<file path="src/rtl/cpu_phase_ctrl_pkg.sv">
// Shared phase/fault encodings and default widths for the multi-cycle CPU sequencer.
package cpu_ctrl_pkg;

  localparam int unsigned ADDR_W_DEF = 32;
  localparam int unsigned DATA_W_DEF = 32;
  localparam int unsigned TIMER_W    = 16;

  typedef enum logic [2:0] {
    FETCH      = 3'd0,
    FETCH_WAIT = 3'd1,
    DECODE     = 3'd2,
    EXECUTE    = 3'd3,
    MEM_WAIT   = 3'd4,
    WRITEBACK  = 3'd5,
    HALT       = 3'd6
  } phase_e;

  typedef enum logic [1:0] {
    ERR_NONE    = 2'd0,
    ERR_TIMEOUT = 2'd1,
    ERR_RWCONF  = 2'd2
  } err_e;

endpackage

</file>
<file path="src/rtl/cpu_phase_ctrl_mem_wait_timer.sv">
// Wait-state watchdog: counts ack-less wait cycles and flags the cycle on which
// the TIMEOUT-th such cycle completes.
module mem_wait_timer
  import cpu_ctrl_pkg::*;
#(
  parameter int unsigned TIMEOUT = 255
) (
  input  logic clk,
  input  logic rst,
  input  logic clear,
  input  logic count,
  output logic expired
);

  localparam logic [TIMER_W-1:0] LAST = TIMER_W'(TIMEOUT - 1);

  logic [TIMER_W-1:0] cnt;

  always_ff @(posedge clk or posedge rst) begin
    if (rst) begin
      cnt <= '0;
    end else if (clear) begin
      cnt <= '0;
    end else if (count) begin
      cnt <= cnt + TIMER_W'(1);
    end
  end

  // Asserted during the wait cycle that would bring the count to TIMEOUT.
  assign expired = count && (cnt == LAST);

endmodule

</file>
<file path="src/rtl/cpu_phase_ctrl.sv">
// FETCH/DECODE/EXECUTE/MEM/WRITEBACK sequencer over a req/ack memory port.
// Define CPU_SINGLE_STEP_EN to add the step input (one instruction per step edge).
module cpu_phase_ctrl
  import cpu_ctrl_pkg::*;
#(
  parameter int unsigned       ADDR_W   = ADDR_W_DEF,
  parameter int unsigned       DATA_W   = DATA_W_DEF,
  parameter logic [ADDR_W-1:0] RESET_PC = '0,
  parameter int unsigned       TIMEOUT  = 255
) (
  input  logic              clk,
  input  logic              rst,
`ifdef CPU_SINGLE_STEP_EN
  input  logic              step,
`endif
  input  logic              ena,
  input  logic [ADDR_W-1:0] next_pc,
  input  logic [ADDR_W-1:0] alu_res,
  input  logic [DATA_W-1:0] store_data,
  input  logic              dec_rren,
  input  logic              dec_wren,
  input  logic              dec_gp_we,
  output logic              mem_req,
  output logic              mem_we,
  output logic [ADDR_W-3:0] mem_addr,
  output logic [DATA_W-1:0] mem_wdata,
  input  logic [DATA_W-1:0] mem_rdata,
  input  logic              mem_ack,
  output logic [ADDR_W-1:0] pc,
  output logic [DATA_W-1:0] instr,
  output logic [DATA_W-1:0] mdr,
  output logic              gpr_we,
  output logic [2:0]        phase,
  output logic [31:0]       retired,
  output logic [1:0]        err
);

  phase_e state;
  err_e   err_q;
  logic   go;
  logic   in_wait;
  logic   expired;
  logic   unused_bits;

  assign unused_bits = ^alu_res[1:0];
  assign in_wait     = (state == FETCH_WAIT) || (state == MEM_WAIT);
  assign phase       = state;
  assign err         = err_q;

`ifdef CPU_SINGLE_STEP_EN
  logic step_q;
  logic step_pend;
  logic step_edge;

  assign step_edge = step & ~step_q;
  assign go        = ena & step_pend;

  // A fresh edge arriving on the consuming cycle stays pending.
  always_ff @(posedge clk or posedge rst) begin
    if (rst) begin
      step_q    <= 1'b0;
      step_pend <= 1'b0;
    end else begin
      step_q <= step;
      if (state == FETCH && go) begin
        step_pend <= step_edge;
      end else if (step_edge) begin
        step_pend <= 1'b1;
      end
    end
  end
`else
  assign go = ena;
`endif

  mem_wait_timer #(.TIMEOUT(TIMEOUT)) u_timer (
    .clk     (clk),
    .rst     (rst),
    .clear   (!in_wait),
    .count   (in_wait && !mem_ack),
    .expired (expired)
  );

  always_ff @(posedge clk or posedge rst) begin
    if (rst) begin
      state     <= FETCH;
      err_q     <= ERR_NONE;
      pc        <= RESET_PC;
      instr     <= '0;
      mdr       <= '0;
      retired   <= '0;
      mem_req   <= 1'b0;
      mem_we    <= 1'b0;
      mem_addr  <= '0;
      mem_wdata <= '0;
      gpr_we    <= 1'b0;
    end else begin
      gpr_we <= 1'b0;
      case (state)
        FETCH: begin
          if (go) begin
            mem_req  <= 1'b1;
            mem_we   <= 1'b0;
            mem_addr <= pc[ADDR_W-1:2];
            state    <= FETCH_WAIT;
          end
        end
        FETCH_WAIT: begin
          if (mem_ack) begin
            instr   <= mem_rdata;
            mem_req <= 1'b0;
            state   <= DECODE;
          end else if (expired) begin
            mem_req <= 1'b0;
            err_q   <= ERR_TIMEOUT;
            state   <= HALT;
          end
        end
        DECODE: state <= EXECUTE;
        EXECUTE: begin
          if (dec_rren && dec_wren) begin
            err_q <= ERR_RWCONF;
            state <= HALT;
          end else if (dec_rren || dec_wren) begin
            mem_req   <= 1'b1;
            mem_we    <= dec_wren;
            mem_addr  <= alu_res[ADDR_W-1:2];
            mem_wdata <= store_data;
            state     <= MEM_WAIT;
          end else begin
            gpr_we <= dec_gp_we;
            state  <= WRITEBACK;
          end
        end
        MEM_WAIT: begin
          if (mem_ack) begin
            if (!mem_we) mdr <= mem_rdata;
            mem_req <= 1'b0;
            mem_we  <= 1'b0;
            gpr_we  <= dec_gp_we;
            state   <= WRITEBACK;
          end else if (expired) begin
            mem_req <= 1'b0;
            mem_we  <= 1'b0;
            err_q   <= ERR_TIMEOUT;
            state   <= HALT;
          end
        end
        WRITEBACK: begin
          pc      <= next_pc;
          retired <= retired + 32'd1;
          state   <= FETCH;
        end
        default: state <= HALT;
      endcase
    end
  end

endmodule

</file>
<file path="config.mk">
export PLATFORM = sky130hd
export DESIGN_NAME = cpu_phase_ctrl
export DESIGN_NICKNAME = d
export VERILOG_FILES = /design/src/rtl/cpu_phase_ctrl_pkg.sv /design/src/rtl/cpu_phase_ctrl_mem_wait_timer.sv /design/src/rtl/cpu_phase_ctrl.sv
export SDC_FILE = /design/constraint.sdc
export NUM_CORES = 1
export LEC_CHECK = 0
export ABC_AREA = 1
export ABC_CLOCK_PERIOD_IN_PS = 19940
export CORE_MARGIN = 1.5
export CORE_UTILIZATION = 34
export DETAILED_ROUTE_END_ITERATION = 10
export GPL_ROUTABILITY_DRIVEN = 0
export SYNTH_ARGS = -nofsm -noshare
export SYNTH_HDL_FRONTEND = slang
export SYNTH_SLANG_ARGS = --single-unit
export TNS_END_PERCENT = 20
</file>
<file path="constraint.sdc">
create_clock -name clk -period 19.94 [get_ports clk]
set_clock_uncertainty 0.05 [all_clocks]
set_input_delay 3.988 -clock clk [delete_from_list [all_inputs] [get_ports clk]]
set_output_delay 3.988 -clock clk [all_outputs]
set_load 0.02 [all_outputs]
</file>
After elaboration in Yosys (flattened, before gate mapping)
Index checks and enable logic that the tools add are counted.

storage, ports and cells
  flip-flop bits (word level) = 214
  input bits = 135
  output and inout bits = 198

operators by class
  add/sub/neg operators = 2
  equal/unequal tests = 15
  muxes and demuxes = 31
  bitwise logic cells = 2
  reductions and logical operators = 19

operators with widths
  cell                                                    number
  two-way mux 30 bit                                      3
  case mux 30 bit (2 select lines)                        1
  adder 32 x 1 -> 32 bit (second input constant)          1
  two-way mux 16 bit                                      2
  case mux 3 bit (6 select lines)                         1
  adder 16 x 1 -> 16 bit (second input constant)          1
  == test 16 x 8 -> 1 bit (second input constant)         1
  two-way mux 1 bit                                       12
  two-way mux 3 bit                                       4
  inequality test 2 bit (second input constant)           5
  AND reduction 5 bit                                     2
  two-way mux 2 bit                                       4
  AND reduction 4 bit                                     2
  == test 3 x 2 -> 1 bit (second input constant)          2
  == test 3 bit (second input constant)                   2
  case mux 1 bit (3 select lines)                         2
  AND reduction 3 bit                                     2
  nonzero test 3 bit                                      2
  inequality test 2 x 1 -> 1 bit (second input constant)  2
  case mux 2 bit (2 select lines)                         1
  nonzero test 2 bit                                      2
  == test 3 x 1 -> 1 bit (second input constant)          1
  logical AND 1 bit                                       3
  zero test 3 bit                                         1
  8 further kinds                                         10

Longest topological paths before layout
  depth after elaboration = 7
  depth in mapped cells = 11
  mapped depth without buffers = 11

Cells and area by module
Synthesis repeated with hierarchy kept, for this count alone.

unflattened totals
  cell total of the unflattened synthesis = 1088
  area total of the unflattened synthesis = 9688.0 um^2

by module, submodules not included
  module          instances  cells an instance  area each (um^2)  sequential area each (um^2)
  cpu_phase_ctrl  1          958                8735.9            4954.8
  mem_wait_timer  1          130                952.2             400.4

Least setup slack after synthesis
Ideal clock, no wire load.

  kind = input-to-reg
  start = in dec_rren
  end = reg mem_wdata[0]
  library setup time = 0.125 ns
  data arrival time = 4.966 ns
  data required time = 19.765 ns
  slack = 14.799 ns
  cell stages on the path = 5
  buffers on the path = 1
  cell sequence = inv_1 ha_1 nand2_1 buf_2 mux2_2

on the way
  word-level cells in the longest chain between the ends = 3
  elaborated cells on any way between the ends = 4
  classes of those cells = 1 x bitwise; 3 x reduce/logical

ends and longest elaborated chain
  element                                 RTL line               RTL
  from (decl)                             cpu_phase_ctrl.sv:20   input logic dec_rren,
  logical AND 1 bit                       cpu_phase_ctrl.sv:121  if (dec_rren && dec_wren) begin
  NOT 1 bit (no source line)              n/a
  AND reduction 3 bit (no source line) *  n/a
  to (signal assigned)                    cpu_phase_ctrl.sv:128  mem_wdata <= store_data;
  to (decl)                               cpu_phase_ctrl.sv:26   output logic [DATA_W-1:0] mem_wdata,

Every way passes the cells marked *; elsewhere a longest branch is shown, timed or not.
A chain may end at the register's enable or synchronous reset.

Worst setup path in the final report
  start = reg state[2], in the netlist phase[2]
  end = out phase[2]

RTL lines
  element                 RTL line               RTL
  from (decl)             cpu_phase_ctrl.sv:38   phase_e state;
  from (signal assigned)  cpu_phase_ctrl.sv:86   state <= FETCH;
  from (signal assigned)  cpu_phase_ctrl.sv:105  state <= FETCH_WAIT;
  from (signal assigned)  cpu_phase_ctrl.sv:112  state <= DECODE;
  to (decl)               cpu_phase_ctrl.sv:33   output logic [2:0] phase,

No word-level cell between the ends.

==> qor.yml <==
status: "finished clean"
post-cts-setup-buffers: 0
cp-end-kind: "primary output"
core_region_area_um2: 27000
ys_seq_area_frac: 0.573
path_max_fanout: 9
maxCapViolCount: 0
async_reset_ff_frac: 1.00
setup_tns_ns: 0
finalCritPeriodShare: 0.292
grt_pass1_wl_um: 44800
cts_tree: "yes"
die_area_um2: 28500
die_y_um: 169
yosys_warnings: 0
syn-num-nets: 1175
io_buffers: 330
area_growth_pct: 47.9
grtUsageTotal: 0.200
grt_pass1_vias: 8147
ys.flop_type: "dfrtp_1"
tightest_slew_ns: 1.03
htreeDepth: 1
synth_area_leaders: "dfrtp_1 57%, nand2_1 14%, o21ai_0 4.0%, mux2_2 3.9%, inv_1 3.3%"
ys_types: 36
p_per_area_nw_per_um2: 67.6
clk_pin_slew_worst_paths_ns: 0.06
synth_top_area_frac: 0.573
max_freq_mhz: 172
clkLatencyLatePin_ns: 0.52
cp.buffers_inverters: 1
pwr-share-seq: 0.466
wirelength_um: 28400
hold_path.class: "reg -> reg"
cts_hold_buf: 0
yosysMostFrequentCell: "nand2_1"
slew_viol_final: 0
synth.cell_area_um2: 9340
drt_first_pass_iters: 5
setup.worst_path.start_class: "register"
rows: 60
wl_per_cell_um: 16.5
die_x_um: 169
critPathTopFamily: "buffers and inverters"
hold_viol_final: 0
crit_arrival_ns: 1.78
slew_headroom: 0.314
ys_ff_latch: 214
grt_setup_unrepaired: "false"
netlist_instances: 1035
antenna_found_initial: 3
switching_share: 0.207
slowest_delay_ns: 0.72
drt_iter0_drc: 518
reg2reg_slack_ns: 16.97
cts_buffers: 25
synth_commonest_cells: "353 x nand2_1, 214 x dfrtp_1, 83 x inv_1"
intPower_mw: 0.740
holdWs_ns: 0.418
slowest_stage: "clkdlybuf4s50_1"
p_clk_frac: 0.493
met1Wirelength_um: 12300
syn_area_per_cell_um2: 9.02
grt_overflow: 0
power_switching_mw: 0.193
p_leak_nw: 6.32
cts_root_buf: "clkbuf_16"
synth-edff-count: 0
vias: 8056
setup_violations: 0
drc: 0
cts.path.max_buffers: 3
avgViaCountPerCell: 4.68
yosysTopAreaCell: "dfrtp_1"
met2RoutedLength_um: 12900
ant_nets: 0
finalCriticalPeriod_ns: 5.82
critPathRequiredTime_ns: 15.90
drive_above_1_share: 0.0740
top_layer_used: "met5"
worstSetupPathType: "reg -> out"
cts_resized: 0
worstPathCellList: "clkdlybuf4s50_1"
grt_max_degree: 96
cts.sinks: 214
initial_utilization: 0.346
dp_hpwl_um: 19900
final_nets: 1501
vdd_drop_max_uv: 62.8
p_comb_frac: 0.042
dr_wl_met3_um: 2400
top_level_ports: 333
-- layout by cell type, fill, tap and decap left out, types with 5 or more instances in the layout --
cell type / instances
nand2_1: 352
xnor2_1: 10
xor2_1: 11
buf_4: 7
clkdlybuf4s50_1: 330
dfrtp_1: 214
mux2_2: 32
or2_1: 18
clkbuf_16: 25
nor3_1: 12
or2_2: 5
o211ai_1: 30
a21oi_1: 8
clkbuf_8: 11
nand4_1: 9
inv_1: 82
nor2_1: 66
nand3_1: 29
o21ai_0: 75
ha_1: 5
nand3b_1: 8
or2_0: 7
-- registers in the layout (all words and copies together) (netlist names) --
name and count:
mem_we 1, phase 3, instr 32, err 2, mdr 32, mem_addr 30
mem_req 1, gpr_we 1, retired 32, pc 32, u_timer.cnt 16, mem_wdata 32
-- stage by stage --
step	cell area, µm²	total power, mW	setup WS (ns)	utilization	cells
after global routing	13800	0.969	13.85	0.513	1720
final	13800	0.933	14.12	0.513	1720
after CTS	13800	0.948	14.08	0.512	1719
after global placement	13000	0.482	13.65	0.481	1675
after floorplan	9340	0.452	10.05	-	1035
after detailed placement	13000	0.482	13.60	0.481	1675
-- power by group through the flow --
| stage | Sequential [mW] | Combinational, mW | Clock [mW] |
|---|---|---|---|
| after floorplan | 0.443 | 0.00889 | 0 |
| after global placement | 0.442 | 0.0397 | 0 |
| after detailed placement | 0.442 | 0.0399 | 0 |
| after CTS | 0.435 | 0.0402 | 0.473 |
| after global routing | 0.434 | 0.0433 | 0.492 |
| final | 0.435 | 0.0389 | 0.460 |
-- area by class of cell --
cell class / instances / area, µm²
clock inverter: 5 / 53.8
clock buffer: 39 / 788
antenna: 1 / 2.50
inverter: 87 / 334
multi-input combinational: 696 / 3500
sequential: 214 / 5360
fill: 2549 / 13100
timing repair buffer: 337 / 3360
tap: 341 / 427
-- routing by layer --
layer	vias to the layer above	GRT usage
li1	3956	-
met1	3782	0.258
met2	273	0.326
met3	41	0.0617
met4	4	0.0509
met5	-	0
-- final timing paths --
path	endpoint	start	depth (start not counted)
min	mem_req	mem_req	2
min in group asynchronous	instr[12]	rst	2
max in group asynchronous	mdr[27]	rst	3
min reg2reg	mem_req	mem_req	2
max reg2reg	mem_addr[9]	phase[2]	10
max	phase[2]	phase[2]	1
-- kinds of logic after synthesis --
| kind of cell | after synthesis | synth area share |
|---|---|---|
| muxes | 32 | 0.0386 |
| buffers and inverters | 125 | 0.0536 |
| DFF | 214 | 0.573 |
| and+or+nand+nor | 519 | 0.234 |
| xor gates and xnor gates | 21 | 0.0197 |
| AOI/OAI and AO/OA | 119 | 0.0737 |
| adders and majority gates | 5 | 0.00670 |
Note: power is estimated with default switching activity, not from simulation.
